<file path="src/rtl/hex_disp_pkg.sv">
// Shared definitions for the multiplexed hex display controller:
// blank pattern, controller state encoding and the 7-segment font.
package hex_disp_pkg;

    // All segments off (segments are active-low).
    localparam logic [6:0] SEG_BLANK = 7'b1111111;

    typedef enum logic {
        SCAN   = 1'b0,
        UPDATE = 1'b1
    } state_t;

    // Active-low patterns, bit 6 = g ... bit 0 = a, indexed by nibble value.
    localparam logic [6:0] SEG_TABLE [16] = '{
        7'b1000000, 7'b1111001, 7'b0100100, 7'b0110000,
        7'b0011001, 7'b0010010, 7'b0000010, 7'b1111000,
        7'b0000000, 7'b0010000, 7'b0001000, 7'b0000011,
        7'b1000110, 7'b0100001, 7'b0000110, 7'b0001110
    };

endpackage

</file>
<file path="src/rtl/segment7.sv">
// Hex nibble to active-low 7-segment pattern decoder (pure combinational).
module segment7
    import hex_disp_pkg::*;
(
    input  logic [3:0] nibble,
    output logic [6:0] seg
);

    assign seg = SEG_TABLE[nibble];

endmodule

</file>
<file path="src/rtl/hex_scan_ctrl.sv">
// Multiplexed hex display controller: holds an NDIGITS-nibble display value,
// time-multiplexes it onto a shared segment bus and accepts new values via a
// valid/ready handshake. Optional feature macro: LEADING_ZERO_BLANK_EN
// (blanks zero digits above the most significant nonzero digit).
module hex_scan_ctrl
    import hex_disp_pkg::*;
#(
    parameter int NDIGITS  = 4,
    parameter int SCAN_DIV = 50000
)
(
    input  logic                   clk,
    input  logic                   reset,
    input  logic                   load_valid,
    input  logic [4*NDIGITS-1:0]   load_data,
    output logic                   load_ready,
    output logic [6:0]             hex,
    output logic [NDIGITS-1:0]     digit_en,
    output logic                   frame_done
);

    localparam int IW = $clog2(NDIGITS);
    localparam int PW = $clog2(SCAN_DIV);
    localparam logic [IW-1:0] IDX_MAX   = IW'(NDIGITS - 1);
    localparam logic [PW-1:0] PRESC_MAX = PW'(SCAN_DIV - 1);

    state_t               state_q, state_d;
    logic [IW-1:0]        idx_q, idx_d;
    logic [PW-1:0]        presc_q, presc_d;
    logic [4*NDIGITS-1:0] disp_q;
    logic                 handshake;
    logic                 frame_d;
    logic [3:0]           cur_nibble;
    logic [6:0]           seg_pat;
    logic [NDIGITS-1:0]   lzb_mask;

    // Next state, next digit index, prescaler and frame-end detection.
    // load_ready is low only in UPDATE and in the first cycle after reset;
    // that first cycle is a start edge that shows digit 0 without counting,
    // so every slot (including the first one) lasts SCAN_DIV cycles.
    always_comb begin
        // NOTE: every signal gets a default first so no path leaves it unassigned (no latch).
        state_d   = state_q;
        idx_d     = idx_q;
        presc_d   = presc_q;
        frame_d   = 1'b0;
        handshake = load_valid && load_ready;
        unique case (state_q)
            SCAN: begin
                if (handshake) begin
                    state_d = UPDATE;
                end else if (load_ready) begin
                    if (presc_q == PRESC_MAX) begin
                        presc_d = '0;
                        if (idx_q == IDX_MAX) begin
                            idx_d   = '0;
                            frame_d = 1'b1;
                        end else begin
                            idx_d = idx_q + 1'b1;
                        end
                    end else begin
                        presc_d = presc_q + 1'b1;
                    end
                end
            end
            UPDATE: begin
                state_d = SCAN;
                idx_d   = '0;
                presc_d = '0;
            end
            default: state_d = SCAN;
        endcase
    end

    // Leading-zero mask: digit i is blank when it and every digit above it are zero.
    always_comb begin
        lzb_mask = '0;
`ifdef LEADING_ZERO_BLANK_EN
        begin
            logic zero_run;
            zero_run = 1'b1;
            for (int i = NDIGITS - 1; i > 0; i--) begin
                zero_run    = zero_run && (disp_q[4*i +: 4] == 4'h0);
                lzb_mask[i] = zero_run;
            end
        end
`endif
    end

    // The decoder looks at the digit that will be shown after this edge, so
    // hex and digit_en register together with no skew cycle.
    assign cur_nibble = disp_q[{idx_d, 2'b00} +: 4];

    segment7 u_segment7 (
        .nibble (cur_nibble),
        .seg    (seg_pat)
    );

    // Control state and display register.
    always_ff @(posedge clk or posedge reset) begin
        if (reset) begin
            state_q <= SCAN;
            idx_q   <= '0;
            presc_q <= '0;
            // NOTE: the display register is reset because reset must discard any shown value.
            disp_q  <= '0;
        end else begin
            // NOTE: non-blocking assignments so every register samples pre-edge values.
            state_q <= state_d;
            idx_q   <= idx_d;
            presc_q <= presc_d;
            if (handshake) begin
                disp_q <= load_data;
            end
        end
    end

    // Registered outputs, computed from the next-state values.
    always_ff @(posedge clk or posedge reset) begin
        if (reset) begin
            load_ready <= 1'b0;
            frame_done <= 1'b0;
            digit_en   <= '0;
            hex        <= SEG_BLANK;
        end else begin
            load_ready <= (state_d == SCAN);
            frame_done <= frame_d;
            if (state_d == SCAN) begin
                digit_en <= NDIGITS'(1) << idx_d;
                hex      <= lzb_mask[idx_d] ? SEG_BLANK : seg_pat;
            end else begin
                digit_en <= '0;
                hex      <= SEG_BLANK;
            end
        end
    end

endmodule

</file>
<file path="config.mk">
export PLATFORM = sky130hd
export DESIGN_NAME = hex_scan_ctrl
export DESIGN_NICKNAME = d
export VERILOG_FILES = /design/src/rtl/hex_disp_pkg.sv /design/src/rtl/segment7.sv /design/src/rtl/hex_scan_ctrl.sv
export SDC_FILE = /design/constraint.sdc
export NUM_CORES = 1
export LEC_CHECK = 0
export ABC_AREA = 1
export CELL_PAD_IN_SITES_DETAIL_PLACEMENT = 2
export CELL_PAD_IN_SITES_GLOBAL_PLACEMENT = 2
export CORE_ASPECT_RATIO = 1.5
export CORE_UTILIZATION = 35
export CTS_CLUSTER_SIZE = 30
export DETAILED_ROUTE_END_ITERATION = 8
export PLACE_DENSITY = 0.91
export SYNTH_ARGS = -nofsm -noshare
export SYNTH_HDL_FRONTEND = slang
export SYNTH_SLANG_ARGS = --single-unit
export TNS_END_PERCENT = 50
</file>
<file path="constraint.sdc">
create_clock -name clk -period 3.8 [get_ports clk]
set_clock_uncertainty 0.1 [all_clocks]
set_input_delay 0.76 -clock clk [delete_from_list [all_inputs] [get_ports clk]]
set_output_delay 0.76 -clock clk [all_outputs]
set_load 0.1 [all_outputs]
</file>
==> impl_results.md <==
- Outcome: finished clean
- Placed inst area: 0.00310 mm²
- Num CTS Buffers: 5
- Ys Warns: 0
- Startpoint Class: input port
- GP Congestion: 0.847
- Fin crit share: 79.4%
- DR vias: between 2000 and 3000
- Top cells by count, synth: nand2_1 (111), inv_1 (42), dfrtp_1 (41), nand3_1 (32), nor2_1 (32)
- Diode count: 0
- Final instance area: 0.00325 mm²
- Syn Std Cell Area: 0.00273 mm²
- Place WS: 0.509 ns
- CTS H-Tree Depth: 2
- Fmax: 0.331 GHz
- Cell taking the most area after synthesis: dfrtp_1
- LEAKAGE: between 1.5 and 2 nW
- Drt via density: 5.13
- Largest cells by area after synthesis: dfrtp_1 (38%), nand2_1 (15%), dfstp_2 (6.7%)
- Most frequent cell after synthesis: nand2_1
- Setup Buffers After CTS: 0
- Footprint of the multi-input gates: 0.00128 mm²
- Synth top area share: 37.6%
- Avg WL per Cell: 17.3 µm
- WL final: 8520 µm
- Largest net degree at the start of global routing: 49
- CTS Hold Bufs: 0
- Power Density: 472 mW/mm²
- DR pass1 iterations: 4
- Syn Inst Count: 357
- Worst path arrival time: 3.13 ns
- Gr usage total: 23.9%
- Die W: 74.1 µm
- RSZ-0062 raised after global routing: no
- Register area: roughly 0.0012 mm²
- Worst Hold Class: reg -> reg
- Max Slew Vio Count: 0
- Global-route wire length before repair: 14400 µm
- Post-cts resize count: 0
- Clock Path Buffers: 2
- Post-Syn Area per Cell: roughly 7.6 µm²
- Layout cells sized above 1: 10.5%
- Slew HR: 30.6%
- Clk Latency, worst-skew pair: slightly below 0.3 ns
- Grt total ovfl: 0
- Die height: 110 µm
- Pwr Total: roughly 1.5 mW
- Final core utilization: 42.9%
- Post-DRT Antenna Nets: 0
- Setup TNS: 0 ns
- CTS tree: built
- WP data required: 3.91 ns
- Tmin final: ~3 ns
- Clk sinks: 48
- Post-DP HPWL: 6340 µm
- CP endpoint kind: flop
- Port-buffer cells: 31
- Initial antenna violation count: 0
- Sequential area share after synthesis: ~44%
- Max Cap Viol: 0
- Nets: a little over 400
- DRC viols: 0
- FF+latch count, synth: 48
- Root buffer cell: clkbuf_16
- Critical Path Fanout Max: 11
- Die area: 0.00816 mm²
- CORE AREA: between 0.007 and 0.008 mm²
- Post-synth EDFFs: 0
- Worst Max-Slew Pin Slew: 1.04 ns
- Worst ir drop on vdd: around 0.26 mV
- FILL cells: 902
- Final WS setup: 0.781 ns
- Reg clk slew, reported paths: 0.06 ns
- FP Rows: 39
- Num ports: 32
- Syn-to-layout area delta: 18.9%
- Endpoints failing setup: 0
- Netlist cell types: 30
- Final hold viol count: 0
- Ys async rst share: 100%
- Syn Nets: ~380
- Setup CP Type: in -> reg
- Initial core utilization: 36.1%
- Synth Flop Type: dfrtp_1
- Number of global-route vias before repair: between 2000 and 3000
- Iter 0 DRT Violations: 55
## critical path: stages
cell and delay (ns):
clkdlybuf4s50_1 0.49, nor2_4 0.22, nand3_2 0.12, nand2_1 0.13, nand3_2 0.25, nand3_1 0.23, nand2_2 0.10, nor2_4 0.16
inv_1 0.11, ha_1 0.24, nand2_2 0.10, nand2_1 0.09, nand2_1 0.07, nand3_1 0.07
## power breakdown
group | total, mW | leakage, nW | switching, mW | internal (mW)
Combinational | 0.449 | 0.863 | 0.329 | 0.120
Clock | 0.458 | 0.0712 | 0.195 | 0.263
Sequential | 0.626 | 0.608 | 0.0437 | 0.582
## worst paths after layout
| kind | startpoint | to | slack, ns | cells past startpoint |
|---|---|---|---|---|
| worst max-delay path | load_valid | hex[3] | 0.78 | 14 |
| worst min-delay path | disp_q[1] | disp_q[1] | 0.38 | 2 |
| worst max register to register | presc_q[0] | hex[3] | 0.80 | 15 |
| worst min register to register | disp_q[1] | disp_q[1] | 0.38 | 2 |
| max in group asynchronous | reset | disp_q[15] | 2.02 | 2 |
| min in group asynchronous | reset | digit_en[1] | 0.94 | 2 |
## registers in the layout, indices dropped and copies added, names as in the netlist
signal      cells
digit_en        4
idx_q           2
hex             7
disp_q         16
state_q         1
load_ready      1
presc_q        16
frame_done      1
## routing by layer
layer | GRT usage [%] | wire length [µm] | up-vias
met5 | 0 | 0 | -
met4 | 11.0 | 302 | 0
met3 | 3.82 | 204 | 21
met2 | 45.4 | 4870 | 48
met1 | 24.9 | 3140 | 1257
li1 | - | - | 1191
## layout by cell type (no fill, tap or decap), types with 7 or more instances in the layout
cell / synthesis / routed
nand2_1: 111 / 111
inv_1: 42 / 41
dfrtp_1: 41 / 41
nor2_1: 32 / 32
nand3_1: 32 / 32
clkdlybuf4s50_1: 0 / 31
nor3_1: 13 / 13
a21oi_1: 11 / 11
o21ai_0: 8 / 8
ha_1: 8 / 8
nand2_2: 7 / 7
dfstp_2: 7 / 7
## kinds of logic after synthesis
logic type,share of synthesized area [%]
adders and majority gates,3.67
AOI/OAI and AO/OA,5.27
and+or+nand+nor,37.6
buffers and inverters,8.80
DFF,44.3
xor gates and xnor gates,0.321
## cell type report
cell class | instances | share of cell area (%)
Clock buffer | 8 | 4.51
Inverter | 44 | 5.09
Multi-Input combinational cell | 257 | 39.4
Sequential cell | 48 | 37.3
Tap cell | 102 | 3.93
Timing Repair Buffer | 32 | 9.79
## metrics by stage
| step | std cells | hold slack, ns |
|---|---|---|
| 2_1_floorplan | 357 | 0.349 |
| 3_3_place_gp | 483 | 0.367 |
| 3_5_place_dp | 483 | 0.370 |
| 4_1_cts | 491 | 0.387 |
| 5_1_grt | 491 | 0.405 |
| 6_report | 491 | 0.383 |
(Power assumes the default switching activity.)
